<file path="src/rtl/life_pkg.sv">
// rtl/life_pkg.sv - shared state type, rule constants and width helper for the life step engine
package life_pkg;

  typedef enum logic [1:0] {IDLE, LOAD, COMPUTE, DONE} state_t;

  localparam logic [3:0] BIRTH_N   = 4'd3;
  localparam logic [3:0] SURVIVE_N = 4'd2;

  function automatic int addr_w(input int log_w, input int log_h);
    return log_w + log_h;
  endfunction

endpackage

</file>
<file path="src/rtl/life_cell_rule.sv">
// rtl/life_cell_rule.sv - 3x3 window to next-state bit; bit 4 is the centre cell
module life_cell_rule
  import life_pkg::*;
(
  input  logic [8:0] i_window,
  output logic       o_next
);

  logic [3:0] w_n;

  always_comb begin
    w_n = 4'd0;
    for (int i = 0; i < 9; i++) begin
      if (i != 4) w_n = w_n + {3'b000, i_window[i]};
    end
    o_next = (w_n == BIRTH_N) | (i_window[4] & (w_n == SURVIVE_N));
  end

endmodule

</file>
<file path="src/rtl/life_step_engine.sv">
// rtl/life_step_engine.sv - one Game of Life generation on a toroidal board, streamed one cell per cycle
module life_step_engine
  import life_pkg::*;
#(
  parameter int LOG_W = 6,
  parameter int LOG_H = 5
) (
  input  logic                   clk,
  input  logic                   rst_n,
  input  logic                   start,
  input  logic                   abort,
  output logic                   busy,
  output logic                   done,
  output logic [LOG_W+LOG_H-1:0] rd_addr,
  input  logic                   rd_data,
  output logic                   wr_en,
  output logic [LOG_W+LOG_H-1:0] wr_addr,
  output logic                   wr_data,
  output logic [LOG_W+LOG_H:0]   pop_count
);

  localparam int W  = 1 << LOG_W;
  localparam int AW = addr_w(LOG_W, LOG_H);

  state_t           r_state, w_state_n;
  logic             r_busy, r_done;
  logic [LOG_W:0]   r_x;
  logic [1:0]       r_ld;
  logic [LOG_H-1:0] r_y, r_rd_row;
  logic             r_pv;
  logic [1:0]       r_psel;
  logic [LOG_W-1:0] r_px;
  logic [W-1:0]     r_up, r_cur, r_down, r_pf;
  logic [W-1:0]     w_up_n, w_cur_n, w_down_n, w_pf_n;
  logic [AW:0]      r_pop;
  logic [LOG_W-1:0] w_xc, w_xm, w_xp;
  logic             w_accept, w_row_end, w_wr_en, w_rule;
  logic [8:0]       w_window;

  assign w_accept  = (r_state == IDLE) & start & ~abort;
  assign w_row_end = (r_state == COMPUTE) & r_x[LOG_W];
  assign w_wr_en   = (r_state == COMPUTE) & ~r_x[LOG_W];
  assign w_xc      = r_x[LOG_W-1:0];
  assign w_xm      = w_xc - LOG_W'(1);
  assign w_xp      = w_xc + LOG_W'(1);

  assign w_window = {r_up[w_xm],   r_up[w_xc],   r_up[w_xp],
                     r_cur[w_xm],  r_cur[w_xc],  r_cur[w_xp],
                     r_down[w_xm], r_down[w_xc], r_down[w_xp]};

  life_cell_rule u_rule (
    .i_window (w_window),
    .o_next   (w_rule)
  );

  always_ff @(posedge clk or negedge rst_n) begin
    if (!rst_n) begin
      r_state <= IDLE;
      r_busy  <= 1'b0;
      r_done  <= 1'b0;
    end else begin
      r_state <= w_state_n;
      r_busy  <= (w_state_n != IDLE);
      r_done  <= (r_state == DONE) & ~abort;
    end
  end

  always_comb begin
    w_state_n = r_state;
    case (r_state)
      IDLE:    if (start) w_state_n = LOAD;
      LOAD:    if (r_ld == 2'd3) w_state_n = COMPUTE;
      COMPUTE: if (w_row_end && (r_y == '1)) w_state_n = DONE;
      DONE:    w_state_n = IDLE;
      default: w_state_n = IDLE;
    endcase
    if (abort) w_state_n = IDLE;
  end

  // r_pv/r_psel/r_px delay each issued read by one cycle so its data lands in the right row register
  always_ff @(posedge clk or negedge rst_n) begin
    if (!rst_n) begin
      r_x      <= '0;
      r_ld     <= '0;
      r_y      <= '0;
      r_rd_row <= '0;
      r_pv     <= 1'b0;
      r_psel   <= '0;
      r_px     <= '0;
      r_pop    <= '0;
    end else begin
      r_pv <= 1'b0;
      if (!abort) begin
        case (r_state)
          IDLE: if (start) begin
            r_x      <= '0;
            r_ld     <= '0;
            r_y      <= '0;
            r_rd_row <= '1;
          end
          LOAD: if (r_ld != 2'd3) begin
            r_pv   <= 1'b1;
            r_psel <= r_ld;
            r_px   <= w_xc;
            if (w_xc == '1) begin
              r_x      <= '0;
              r_ld     <= r_ld + 2'd1;
              r_rd_row <= LOG_H'(r_ld);
            end else begin
              r_x <= r_x + 1'b1;
            end
          end
          COMPUTE: if (!r_x[LOG_W]) begin
            r_pv   <= 1'b1;
            r_psel <= 2'd3;
            r_px   <= w_xc;
            r_x    <= r_x + 1'b1;
          end else begin
            r_x      <= '0;
            r_y      <= r_y + 1'b1;
            r_rd_row <= r_rd_row + 1'b1;
          end
          default: ;
        endcase
      end
      if (w_accept) r_pop <= '0;
      else if (w_wr_en & w_rule) r_pop <= r_pop + (AW+1)'(1);
    end
  end

  always_comb begin
    w_up_n   = r_up;
    w_cur_n  = r_cur;
    w_down_n = r_down;
    w_pf_n   = r_pf;
    if (r_pv) begin
      case (r_psel)
        2'd0:    w_up_n[r_px]   = rd_data;
        2'd1:    w_cur_n[r_px]  = rd_data;
        2'd2:    w_down_n[r_px] = rd_data;
        default: w_pf_n[r_px]   = rd_data;
      endcase
    end
    if (w_row_end) begin
      w_up_n   = r_cur;
      w_cur_n  = r_down;
      w_down_n = w_pf_n;
    end
  end

  always_ff @(posedge clk or negedge rst_n) begin
    if (!rst_n) begin
      r_up   <= '0;
      r_cur  <= '0;
      r_down <= '0;
      r_pf   <= '0;
    end else begin
      r_up   <= w_up_n;
      r_cur  <= w_cur_n;
      r_down <= w_down_n;
      r_pf   <= w_pf_n;
    end
  end

  assign busy      = r_busy;
  assign done      = r_done;
  assign rd_addr   = {r_rd_row, w_xc};
  assign wr_en     = w_wr_en;
  assign wr_addr   = {r_y, w_xc};
  assign wr_data   = w_wr_en & w_rule;
  assign pop_count = r_pop;

endmodule
</file>
<file path="config.mk">
export PLATFORM = sky130hd
export DESIGN_NAME = life_step_engine
export DESIGN_NICKNAME = d
export VERILOG_FILES = /design/src/rtl/life_pkg.sv /design/src/rtl/life_cell_rule.sv /design/src/rtl/life_step_engine.sv
export SDC_FILE = /design/constraint.sdc
export NUM_CORES = 1
export LEC_CHECK = 0
export CAP_MARGIN = 10
export CORE_MARGIN = 5
export CORE_UTILIZATION = 49
export CTS_CLUSTER_SIZE = 30
export DETAILED_ROUTE_END_ITERATION = 8
export DONT_BUFFER_PORTS = 1
export PLACE_DENSITY = 0.66
export SLEW_MARGIN = 10
export SYNTH_ARGS = -nofsm -noshare
export SYNTH_HDL_FRONTEND = slang
export SYNTH_SLANG_ARGS = --single-unit
</file>
<file path="constraint.sdc">
create_clock -name clk -period 8.9 [get_ports clk]
set_clock_uncertainty 0.2 [all_clocks]
set_input_delay 1.78 -clock clk [delete_from_list [all_inputs] [get_ports clk]]
set_output_delay 1.78 -clock clk [all_outputs]
set_load 0.01 [all_outputs]
</file>
* Yosys cells after proc, flatten, opt, wreduce, memory -nomap -nowiden *
Index checks and enable logic that the tools add are counted.

word-level totals
  input bits = 5
  output and inout bits = 38
  register bits after elaboration = 300
  logic and storage cells = 152

cells by class
  $add $sub $neg = 14
  reduce and logical (&&, ||, !) cells = 23
  multiplexer cells = 69
  order comparisons = 5
  equal/unequal tests = 16
  bitwise gates (word level) = 10

operators with widths
  cell                                                                          number
  64-bit 2-to-1 mux                                                             11
  64-bit bitwise mux                                                            4
  1-bit binary-select mux with 6-bit select                                     9
  5-bit 2-to-1 mux                                                              6
  6-bit by 7-bit less-than comparator with 1-bit output, second input constant  4
  7-bit 2-to-1 mux                                                              4
  4-bit by 1-bit adder with 4-bit output                                        6
  12-bit 2-to-1 mux                                                             2
  7-bit one-hot mux with 3 select lines                                         1
  2-bit 2-to-1 mux                                                              9
  2-bit nonzero test                                                            9
  5-bit one-hot mux with 3 select lines                                         1
  1-bit 2-to-1 mux                                                              13
  12-bit by 1-bit adder with 12-bit output, second input constant               1
  6-bit 2-to-1 mux                                                              2
  2-bit inequality test, second input constant                                  6
  6-bit one-hot mux with 2 select lines                                         1
  4-bit AND reduction                                                           3
  5-bit by 1-bit adder with 5-bit output, second input constant                 2
  5-bit one-hot mux with 2 select lines                                         1
  2-bit equality test, second input constant                                    4
  4-bit by 2-bit equality test with 1-bit output, second input constant         2
  2-bit one-hot mux with 2 select lines                                         2
  2-bit one-hot mux with 4 select lines                                         1
  21 further kinds                                                              33

* Logic depth before layout (Yosys ltp) *
  word-level depth = 16
  mapped depth = 25
  gate-level depth less buffers = 19

* Cells and area by module *
From an unflattened synthesis, not the netlist that was laid out.

unflattened totals
  cells, all modules = 2145
  area total of the unflattened synthesis = 20040.5 um2

by module, submodules not included
  module            cells each  instances  seq. area each (um2)  area each (um2)
  life_step_engine  2122        1          7507.2                19840.3
  life_cell_rule    23          1          0.0                   200.2

* Least setup slack after synthesis *
No wires, ideal clock.

  path type = register -> output
  from = register r_x[1]
  to = output wr_data
  arrival time = 7.106 ns
  buffers on the path = 6
  data required time = 6.920 ns
  path slack = -0.186 ns
  cell stages (with the launch flop) = 23
  cell sequence = dfrtp_1 -> buf_2 -> clkbuf_1 -> clkbuf_1 -> inv_1 -> ha_1 -> clkbuf_1 -> buf_2 -> buf_1 -> mux4_2 -> mux4_2 -> mux4_2 -> ha_1 -> inv_1 -> fa_1 -> fa_1 -> inv_1 -> fa_1 -> inv_1 -> fa_1 -> or4_1 -> a2111o_1 -> nand2_1

on the way
  longest elaborated chain between the ends = 14
  elaborated cells between the ends (all ways) = 32
  classes of those cells = 9 x add/sub; 2 x eq/ne; 18 x mux; 3 x bitwise

ends and longest elaborated chain
  element                                               line                     source
  start, declared                                       life_step_engine.sv:27   logic [LOG_W:0] r_x;
  start signal, assigned                                life_step_engine.sv:110  r_x <= r_x + 1'b1;
  start signal, assigned                                life_step_engine.sv:117  r_x <= r_x + 1'b1;
  6-bit by 1-bit adder with 6-bit output                life_step_engine.sv:45   assign w_xp = w_xc + LOG_W'(1);
  1-bit binary-select mux with 6-bit select             life_step_engine.sv:49   r_down[w_xm], r_down[w_xc], r_down[w_xp]};
  1-bit 2-to-1 mux (implied by the code)                life_step_engine.sv:49
  1-bit by 1-bit adder with 2-bit output                life_cell_rule.sv:14     if (i != 4) w_n = w_n + {3'b000, i_window[i]};
  4-bit by 1-bit adder with 4-bit output (6 in series)  life_cell_rule.sv:14
  4-bit by 2-bit equality test with 1-bit output        life_cell_rule.sv:16     o_next = (w_n == BIRTH_N) | (i_window[4] & (w_n == SURVIVE_N));
  1-bit bitwise AND                                     life_cell_rule.sv:16
  1-bit bitwise OR *                                    life_cell_rule.sv:16
  1-bit bitwise AND *                                   life_step_engine.sv:170  assign wr_data = w_wr_en & w_rule;
  end, declared                                         life_step_engine.sv:18   output logic wr_data,

Mark *: on every way between the ends. The rest lies on a longest branch, timed or not. The select of a mux whose other input is x is not followed.

* Final worst setup path *
  from = register r_x[0]
  to = output wr_data

Same word-level chain as after synthesis.

==> flow_metrics.env <==
export IMPL_status="complete, no violations"
export IMPL_hp_start="r_pf[37]$_DFF_PN0_"
export IMPL_critical_path_startpoint_type="register"
export IMPL_vias=16600
export IMPL_end_kind="primary output"
export IMPL_async_flop_share_pct=100
export IMPL_drt_vias_per_instance=7.00
export IMPL_p_per_area_nw_per_um2=183
export IMPL_ant_nets=0
export IMPL_syn_area_per_cell_um2=10.2
export IMPL_min_path_cells=1
export IMPL_start_util_pct=49.3
export IMPL_finalNonFillerCells=2369
export IMPL_r2r_start="r_x[0]$_DFFE_PN0P_"
export IMPL_synth_top_area_cell="dfrtp_1"
export IMPL_critPathRequiredTime_ps=6920
export IMPL_design_core_area_um2=39500
export IMPL_r2r_slack_ps=2090
export IMPL_yosys_most_used_dff="dfrtp_1"
export IMPL_dr_pass1_iters=7
export IMPL_yosys_top_cells_area="dfrtp_1 (39%), mux4_2 (19%), a21oi_1 (8.3%)"
export IMPL_gp_congestion=0.956
export IMPL_dp_hpwl_um=42000
export IMPL_period_needed_ps=8580
export IMPL_synth_edf_count=0
export IMPL_grt_util_all_layers_pct=29.5
export IMPL_setup_viol=0
export IMPL_critPathKind="reg2out"
export IMPL_syn_nets=1945
export IMPL_yosys_warnings=0
export IMPL_wl_per_cell_um=27.7
export IMPL_critPathMaxFanout=64
export IMPL_grt_antenna_before_repair=0
export IMPL_setup_tns_ps=0
export IMPL_timing_final_crit_share_pct=96.4
export IMPL_synth_area_um2=19500
export IMPL_reg2reg_depth=16
export IMPL_grt_pass1_wl_um=99900
export IMPL_whs_endpoint="r_pf[37]$_DFF_PN0_"
export IMPL_synth_cell_types=60
export IMPL_drtIter0Drc=2253
export IMPL_drt_wl_total_um=65600
export IMPL_p_leak_nw=7.44
export IMPL_drc=0
export IMPL_grt_overflow_total=0
export IMPL_synth_top_area_share_pct=38.5
export IMPL_drv_slew=0
export IMPL_dieWidth_um=209
export IMPL_dieArea_um2=43900
export IMPL_grt_pass1_vias=15600
export IMPL_synth_most_common_cell="a21oi_1"
export IMPL_clk_pin_slew_ps=60
export IMPL_r2r_end="pop_count[10]$_DFFE_PN0P_"
export IMPL_port_buffers=0
export IMPL_pin_count=43
export IMPL_hp_class="reg2reg"
export IMPL_clock_sinks=300
export IMPL_cts_tree="done"
export IMPL_syn_inst=1920
export IMPL_rsz0062_at_grt="false"
export IMPL_cp_data_arrival_time_ps=6600
export IMPL_die_h_um=209
export IMPL_hold_viol_final=0
export IMPL_fin_nets=1845
export IMPL_fin_hold_ws_ps=296
export IMPL_worst_pin_slew_ps=1300
export IMPL_clockBufferDepth=3
export IMPL_num_antenna_cells=0
export IMPL_area_growth_pct=7.79
export IMPL_drive_gt1_share_pct=19.8
export IMPL_clockRootBuffer="clkbuf_16"
export IMPL_drv_cap=0
export IMPL_timing_fmax_mhz=117
export IMPL_yosys_register_bits=300
export IMPL_slew_headroom_pct=12.6
export IMPL_htreeDepth=2
export IMPL_placedCellCount=2303
export IMPL_clk_latency_ps=550
export IMPL_yosysSeqAreaShare_pct=38.5
export IMPL_cts_made_buffers=34
export IMPL_synthTopCellsByCount="a21oi_1 (322), dfrtp_1 (300), nor2_1 (246)"
export IMPL_grt_max_degree=301
export IMPL_rows=73
export IMPL_ir_drop_uv=114
## stage by stage
stage          total power [mW]  cell area, µm²  utilization [%]  worst slack (ps)
6_report                   3.85           21000             53.1               319
5_1_grt                    3.98           21000             53.1               112
4_1_cts                    3.84           20900             52.9               101
3_5_place_dp               2.35           19700             49.9               547
3_3_place_gp               2.33           19700             49.9               596
2_1_floorplan              2.15           19500                -              80.1
## repair_timing
item / 4_1_cts / 5_1_grt
resized for setup: 0 / 3
cloned: 0 / 0
hold buffers: 0 / 0
setup endpoints to repair: 1 / 1
pin swaps: 1 / 1
setup buffers: 1 / 5
## cell type report
class / count / area, µm²
tap: 525 / 657
clock inverter: 7 / 139
timing repair buffer: 38 / 342
fill: 3382 / 18500
multi-input combinational: 1427 / 11300
sequential: 300 / 7510
inverter: 19 / 71.3
clock buffer: 53 / 1020
## worst max-delay path by stage
| stage | start | end | slack, ps | cells past startpoint |
|---|---|---|---|---|
| floorplan | r_x[1]$_DFFE_PN0P_ | wr_data | 80 | 22 |
| global placement | r_x[0]$_DFFE_PN0P_ | wr_data | 600 | 16 |
| detailed placement | r_x[0]$_DFFE_PN0P_ | wr_data | 550 | 16 |
| CTS | r_x[0]$_DFFE_PN0P_ | wr_data | 100 | 16 |
| global route | r_x[0]$_DFFE_PN0P_ | wr_data | 110 | 15 |
| finish | r_x[0]$_DFFE_PN0P_ | wr_data | 320 | 15 |
## layer usage
| metal | vias up | GRT usage [%] | share of wire, % |
|---|---|---|---|
| li1 | 7069 | - | - |
| met1 | 8243 | 39.0 | 37 |
| met2 | 1063 | 44.8 | 45 |
| met3 | 217 | 7.23 | 11 |
| met4 | 0 | 16.5 | 6.9 |
| met5 | - | 0 | 0 |
## logic make-up after synthesis
family,synth area share [%]
simple gates,10.6
xor+xnor,0.360
buf+inv,4.33
fa+ha+maj,1.44
flops,38.5
mux,25.9
compound gates,18.9
## worst max-delay path, stage by stage, from the launching register on
cell      delay, ps
dfrtp_4         470
buf_12          380
mux4_2          560
mux4_2          510
mux4_2          480
ha_1            290
inv_1            50
fa_1            520
fa_1            540
inv_1            50
fa_1            440
inv_1            90
fa_1            420
or4_1           520
a2111o_1        480
nand2_1         180
## registers in the layout, indices dropped and copies added (netlist names)
register and count:
r_psel 2, r_down 64, r_px 6, r_x 7, done 1, r_y 5
r_cur 64, r_pf 64, pop_count 12, r_state 2, r_up 64, r_rd_row 5
r_ld 2, busy 1, r_pv 1
## power by group
group	internal [mW]	total [mW]	switching [mW]	leakage [nW]
combinational	0.390	0.793	0.403	3.48
sequential	1.44	1.56	0.124	3.39
clock	0.906	1.49	0.586	0.570
## cells in the final DEF (no fill, tap or decap), types with 4 or more instances in the layout
cell type / netlist / final
clkbuf_1: 120 / 10
or2_2: 4 / 4
a2111oi_0: 18 / 18
nand3_1: 46 / 46
and3_1: 11 / 11
nand2_1: 94 / 94
fa_1: 4 / 4
clkbuf_16: 0 / 35
buf_4: 20 / 33
nor2b_1: 4 / 4
bufinv_16: 0 / 4
nand3b_1: 6 / 6
and3b_1: 6 / 6
nand2b_1: 14 / 14
a31oi_1: 98 / 98
o31ai_1: 27 / 27
dfrtp_1: 300 / 298
a21oi_1: 322 / 322
or3b_2: 7 / 7
o21ai_1: 30 / 30
inv_1: 19 / 19
a21o_1: 19 / 19
a22o_1: 4 / 4
mux2i_1: 35 / 35
mux2_2: 83 / 83
nor3_1: 9 / 9
nor3b_1: 8 / 7
o2bb2ai_1: 4 / 4
o22ai_1: 5 / 5
o21ai_0: 95 / 92
nor2_1: 246 / 243
mux4_2: 167 / 167
ha_1: 16 / 15
xor2_1: 6 / 4
clkbuf_8: 0 / 8
(Power assumes the default switching activity.)
